==> config.mk <==
export PLATFORM = sky130hd
export DESIGN_NAME = bitonic_sort4_pipe
export DESIGN_NICKNAME = d
export VERILOG_FILES = /design/src/rtl/bitonic_sort4_pipe.sv
export SDC_FILE = /design/constraint.sdc
export NUM_CORES = 1
export LEC_CHECK = 0
export ABC_CLOCK_PERIOD_IN_PS = 5950
export CAP_MARGIN = 10
export CORE_MARGIN = 3
export CORE_UTILIZATION = 30
export CTS_CLUSTER_SIZE = 10
export DETAILED_ROUTE_END_ITERATION = 10
export REMOVE_ABC_BUFFERS = 1
export SLEW_MARGIN = 20
export SYNTH_ARGS = -nofsm -noshare
export SYNTH_HDL_FRONTEND = slang
export SYNTH_SLANG_ARGS = --single-unit
==> constraint.sdc <==
create_clock -name clk -period 5.95 [get_ports clk]
set_input_delay 1.4875 -clock clk [delete_from_list [all_inputs] [get_ports clk]]
set_output_delay 1.4875 -clock clk [all_outputs]
set_load 0.01 [all_outputs]
==> src/rtl/bitonic_sort4_pipe.sv <==
// Three-stage pipelined 4-key bitonic sorter with global enable and ready/valid backpressure.
// Each stage register holds one compare-exchange layer result; the whole pipe advances or holds as one.
module bitonic_sort4_pipe #(
    parameter int WIDTH   = 32,
    parameter bit DESCEND = 1'b0
) (
    input  logic               clk,
    input  logic               resetn,
    input  logic               en,
    input  logic               in_valid,
    input  logic [4*WIDTH-1:0] in_data,
    output logic               in_ready,
    output logic               out_valid,
    output logic [4*WIDTH-1:0] out_data,
    input  logic               out_ready,
    output logic [15:0]        out_count
);

    localparam int DW = 4 * WIDTH;

    // Returns {new lane b, new lane a}; equal keys never swap.
    function automatic logic [2*WIDTH-1:0] cas(input logic [WIDTH-1:0] a,
                                               input logic [WIDTH-1:0] b,
                                               input logic up);
        logic dir;
        dir = up ^ DESCEND;
        if (dir ? (a > b) : (a < b))
            return {a, b};
        else
            return {b, a};
    endfunction

    function automatic logic [DW-1:0] cas_pair(input logic [DW-1:0] x,
                                               input int i,
                                               input int j,
                                               input logic up);
        logic [2*WIDTH-1:0] r;
        logic [DW-1:0]      y;
        r = cas(x[i*WIDTH +: WIDTH], x[j*WIDTH +: WIDTH], up);
        y = x;
        y[i*WIDTH +: WIDTH] = r[WIDTH-1:0];
        y[j*WIDTH +: WIDTH] = r[2*WIDTH-1:WIDTH];
        return y;
    endfunction

    function automatic logic [DW-1:0] layer1(input logic [DW-1:0] x);
        return cas_pair(cas_pair(x, 0, 1, 1'b1), 2, 3, 1'b0);
    endfunction

    function automatic logic [DW-1:0] layer2(input logic [DW-1:0] x);
        return cas_pair(cas_pair(x, 0, 2, 1'b1), 1, 3, 1'b1);
    endfunction

    function automatic logic [DW-1:0] layer3(input logic [DW-1:0] x);
        return cas_pair(cas_pair(x, 0, 1, 1'b1), 2, 3, 1'b1);
    endfunction

    logic          s1_vld_q, s2_vld_q, s3_vld_q;
    logic [DW-1:0] s1_data_q, s2_data_q, s3_data_q;
    logic [15:0]   cnt_q, cnt_d;
    logic          adv;

    assign adv       = en & (~s3_vld_q | out_ready);
    assign in_ready  = adv;
    assign out_valid = s3_vld_q;
    assign out_data  = s3_data_q;
    assign out_count = cnt_q;

    // No bubble collapse: every stage moves together so the data path stays a plain shift.
    always_ff @(posedge clk or negedge resetn) begin
        if (!resetn) begin
            s1_vld_q  <= 1'b0;
            s2_vld_q  <= 1'b0;
            s3_vld_q  <= 1'b0;
            s1_data_q <= '0;
            s2_data_q <= '0;
            s3_data_q <= '0;
        end else if (adv) begin
            s1_vld_q  <= in_valid;
            s2_vld_q  <= s1_vld_q;
            s3_vld_q  <= s2_vld_q;
            s1_data_q <= layer1(in_data);
            s2_data_q <= layer2(s1_data_q);
            s3_data_q <= layer3(s2_data_q);
        end
    end

    always_comb begin
        cnt_d = cnt_q;
        if (s3_vld_q && out_ready && en && (cnt_q != 16'hFFFF))
            cnt_d = cnt_q + 16'd1;
    end

    always_ff @(posedge clk or negedge resetn) begin
        if (!resetn)
            cnt_q <= '0;
        else
            cnt_q <= cnt_d;
    end

endmodule

== After elaboration in Yosys (flattened, before gate mapping) ==
Index checks and enable logic that the tools add are counted.
Word-level totals
  RAM bits: 0
  bits in registers: 403
  memories kept: 0
  input port bits: 133
  output and inout port bits: 146
  latch bits: 0
  word-level logic and storage cells: 27
  bits in read-only memories: 0
Operators by class
  divide/modulo/power cells: 0
  shift-type cells: 0
  reductions and logical operators: 3
  $add $sub $neg: 1
  multipliers: 0
  bitwise operators: 3
  eq/ne operators: 1
  multiplexer cells: 6
  magnitude comparators: 6
Operator list (count)
  $mux 64: 6
  $gt 32x32->1: 5
  $lt 32x32->1: 1
  $add 16x1->16 const B: 1
  $ne 16x16->1 const B: 1
  $logic_and 1x1->1: 3
  $and 1x1->1: 1
  $not 1->1: 1
  $or 1x1->1: 1

== Depth between registers and ports, before layout ==
  depth in word-level cells: 3
  gate-level depth with buffers: 10
  depth with buffers taken out: 8

== Least setup slack after synthesis ==
OpenSTA, ideal clock, no wires.
  kind: input to output
  start point: input en
  end point: output in_ready
  stages on the path: 5
  path slack: 1.916 ns
  arrival time: 2.547 ns
  path buffers: 3
  path through: o21ai_1 > inv_2 > buf_2 > clkbuf_1 > clkbuf_1
On the way
  longest elaborated chain between the ends: 1
RTL lines
  start, declared: RTL line 9  | input logic en,
  $and 1x1->1: RTL line 63  | assign adv = en & (~s3_vld_q | out_ready);
  end, declared: RTL line 12  | output logic in_ready,
No other way between the ends.

== Final worst setup path ==
Ends and elaborated chain as after synthesis.

==> metrics <==
DRC Markers 0; CTS HTree Levels 2; endpoints failing hold 0; Final Cell Area 0.0309 sq mm; Max Freq 221 MHz; port bufs 278; drt via density 5.84; post-cts resize count 0; post-CTS setup buffer count 0; status finished clean; worst skew pair latency 0.60 ns; final-report max-slew violation count 0; CTS Buf Count 48; Die W 301 microns; hold buffer count at CTS 0; Combinational Power Share 47.9%; Tightest Hold Check Type reg -> reg; clock-pin slew reported for the worst setup and hold paths after clock tree synthesis 0.06 ns; R2R setup slack 1.70 ns; DP Cell Count 4077; total track usage 20.6%; fill count 8744; initial antenna violation count 20; clk_skew 0.0420 ns; vias in the first global route 22654; Worst setup SP type input port; Layout area overhead 18.5%; Total Wirelength 95300 microns; Cells after Synth 2909; # IOs 279; starting DRC count in detailed routing 2406; CTS Buffer Depth 3; RSZ-0062 raised after global routing false; Psw 6.76 mW; number of different library cells in the post-synthesis netlist 65; critical path type in -> out; first-pass GRT wire length 146000 microns; ys async rst share 100%; Post-synth top flop dfrtp_1; setup violators final 0; largest net degree at the start of global routing 246; worst-case vdd ir drop 0.474 mV; internal power 7.75 mW; largest family of logic cells by synthesized area compound AO/OA/AOI/OAI gates; Remaining Overflow, GRT 0; max_cap viols 0; Synth Warn # 0; Pleak 12.6 nW; Switching Share 46.6%; post-route core utilization 36.1%; CP arrival 3.03 ns; power share of the clock group 19.0%; number of enable flip-flop cells after synthesis 0; Post-Syn Area per Cell 8.96 sq um; Layout Cells excl Fill 4159; Initial Util 30.4%; Vert. Die Dim 301 microns; TNS Setup 0 ns; fraction of layout cells with a size suffix above 1 6.63%; headroom to the max-slew limit 21.3%; clock sink count 403; worst-path fanout max 59; # nets final 3308; dpl cell area 0.0295 sq mm; data required time of the worst path 4.46 ns; #FFs+latches synth 403; mux share of post-synthesis cell area 0.0816%; Pre-antenna DRT Iters 6; drt wl/cell 22.9 microns; Flop pwr share 33.2%; Final ANT Viol Nets 0; xor/xnor share of the synthesized area 0.470%; GPL Wtd Cong 0.897; die area 0.0905 sq mm; pwr dens 469 mW/mm^2; CTS root buffer clkbuf_16; Synth Area in Compound Gates 25.8%; adder-cell share of the synthesized area 9.21%; crit share post-route 76.0%; Post-Syn Area 0.0261 sq mm; post-layout minimum cycle time 4.52 ns; slew at the pin with the worst max-slew slack 1.18 ns; Post-DP HPWL 66200 microns; DR vias 24301; Seq/Total Area, Yosys 38.7%; CP Capture Type output pin; row count 107; Synth Area in Simple Gates 17.6%; CTS tree built; CORE AREA 0.0857 sq mm
registers in the layout, indices dropped and copies added (netlist names):
register   count
s1_vld_q       1
out_valid      1
out_data     128
s2_vld_q       1
s2_data_q    128
out_count     16
s1_data_q    128
cell type report:
type	count	area, sq um	area share [%]
flip-flops and latches	403	10100	32.6
clock buffers	65	1340	4.33
inverters	198	751	2.43
diodes	13	32.5	0.105
clock inverters	4	31.3	0.101
multi-input cells	2011	14000	45.3
repair buffers	321	3240	10.5
well taps	1144	1430	4.63
stage by stage:
step	hold WS, ns	power [mW]	worst slack (ns)
CTS	0.482	14.5	1.44
floorplan	0.439	8.41	-27.63
finish	0.473	14.5	1.43
detailed placement	0.461	11.7	1.06
global route	0.503	15.5	1.39
global placement	0.450	11.6	1.12
cell usage after synthesis (2+ instances only):
cell / number / area [sq um]
nand2b_1: 3 / 18.8
a2111oi_2: 2 / 30.0
nand3_1: 275 / 1380
xor2_1: 3 / 26.3
o21ai_0: 77 / 385
xnor2_1: 11 / 96.3
buf_2: 60 / 300
a2111oi_1: 2 / 20.0
and3_1: 3 / 18.8
buf_6: 7 / 78.8
buf_12: 7 / 140
buf_4: 2 / 15.0
and2_1: 40 / 250
dfrtp_1: 403 / 10100
a2111oi_0: 3 / 26.3
and4_1: 3 / 26.3
a211oi_1: 20 / 150
o31ai_1: 2 / 15.0
ha_1: 192 / 2400
o221ai_1: 72 / 631
clkbuf_1: 210 / 788
o21ai_1: 2 / 10.0
nand2_1: 487 / 1830
o221ai_2: 58 / 871
and3b_1: 2 / 17.5
a21boi_0: 3 / 22.5
nor4_1: 8 / 50.1
inv_1: 197 / 739
buf_1: 11 / 41.3
nand4_1: 112 / 701
a21oi_1: 58 / 290
nor2_1: 54 / 203
o2bb2ai_1: 3 / 26.3
o211ai_1: 139 / 1040
a21oi_2: 2 / 17.5
o21a_1: 11 / 82.6
a21o_1: 7 / 52.6
o2111ai_1: 320 / 2800
o211ai_2: 2 / 25.0
o31a_1: 4 / 35.0
nor3_1: 3 / 15.0
nor2b_1: 6 / 37.5
cell usage in the layout, fill, tap and decap left out, types with 3 or more instances in the layout:
cell,instances
o2111ai_1,320
o211ai_1,139
nor2_1,54
a211oi_1,20
o21a_1,8
clkdlybuf4s50_1,277
nor4_1,8
clkinv_2,3
xor2_1,3
xnor2_1,11
diode_2,13
clkbuf_8,3
ha_1,192
a2111oi_0,3
o31a_1,3
a21oi_1,58
nand4_1,112
clkbuf_16,50
dfrtp_1,403
buf_12,10
o21ai_0,77
o221ai_1,72
and4_1,3
a21boi_0,3
nand3_1,274
nand2b_2,3
a21o_1,6
and2_1,40
nor2b_1,6
clkbuf_1,12
and3_1,3
nand2_1,486
inv_1,197
buf_4,33
nor3_1,3
o221ai_2,58
cell families after synthesis:
| kind of cell | count (synthesis) |
|---|---|
| DFF | 403 |
| buffers and inverters | 495 |
| AOI/OAI and AO/OA | 801 |
| and+or+nand+nor | 1002 |
| muxes | 2 |
| adders and majority gates | 192 |
| xor gates and xnor gates | 14 |
worst max-delay path, stage by stage:
cell and delay (ns):
clkdlybuf4s50_1 0.53, o21ai_4 0.11, inv_8 0.26, clkdlybuf4s50_1 0.61
power by group through the flow:
stage | Combinational, mW | Clock [mW] | Sequential (mW)
floorplan | 3.89 | 0 | 4.51
global placement | 6.83 | 0 | 4.81
detailed placement | 6.90 | 0 | 4.83
CTS | 6.93 | 2.80 | 4.79
global route | 7.65 | 2.91 | 4.92
finish | 6.94 | 2.75 | 4.81
final timing paths:
path                               from       endpoint  cells after the start
min reg2reg                out_data[69]   out_data[69]                      2
max in group asynchronous        resetn  s1_data_q[14]                      2
min in group asynchronous        resetn   out_data[48]                      1
max reg2reg                s2_data_q[7]   out_data[61]                      9
min                        out_data[69]   out_data[69]                      2
max                                  en       in_ready                      4
metal layers:
layer	track usage, %	part of all wire (%)
met1	28.9	45
met2	31.5	44
met3	4.25	7.4
met4	6.55	3.2
met5	0	0.093
Note: power is estimated with default switching activity, not from simulation.
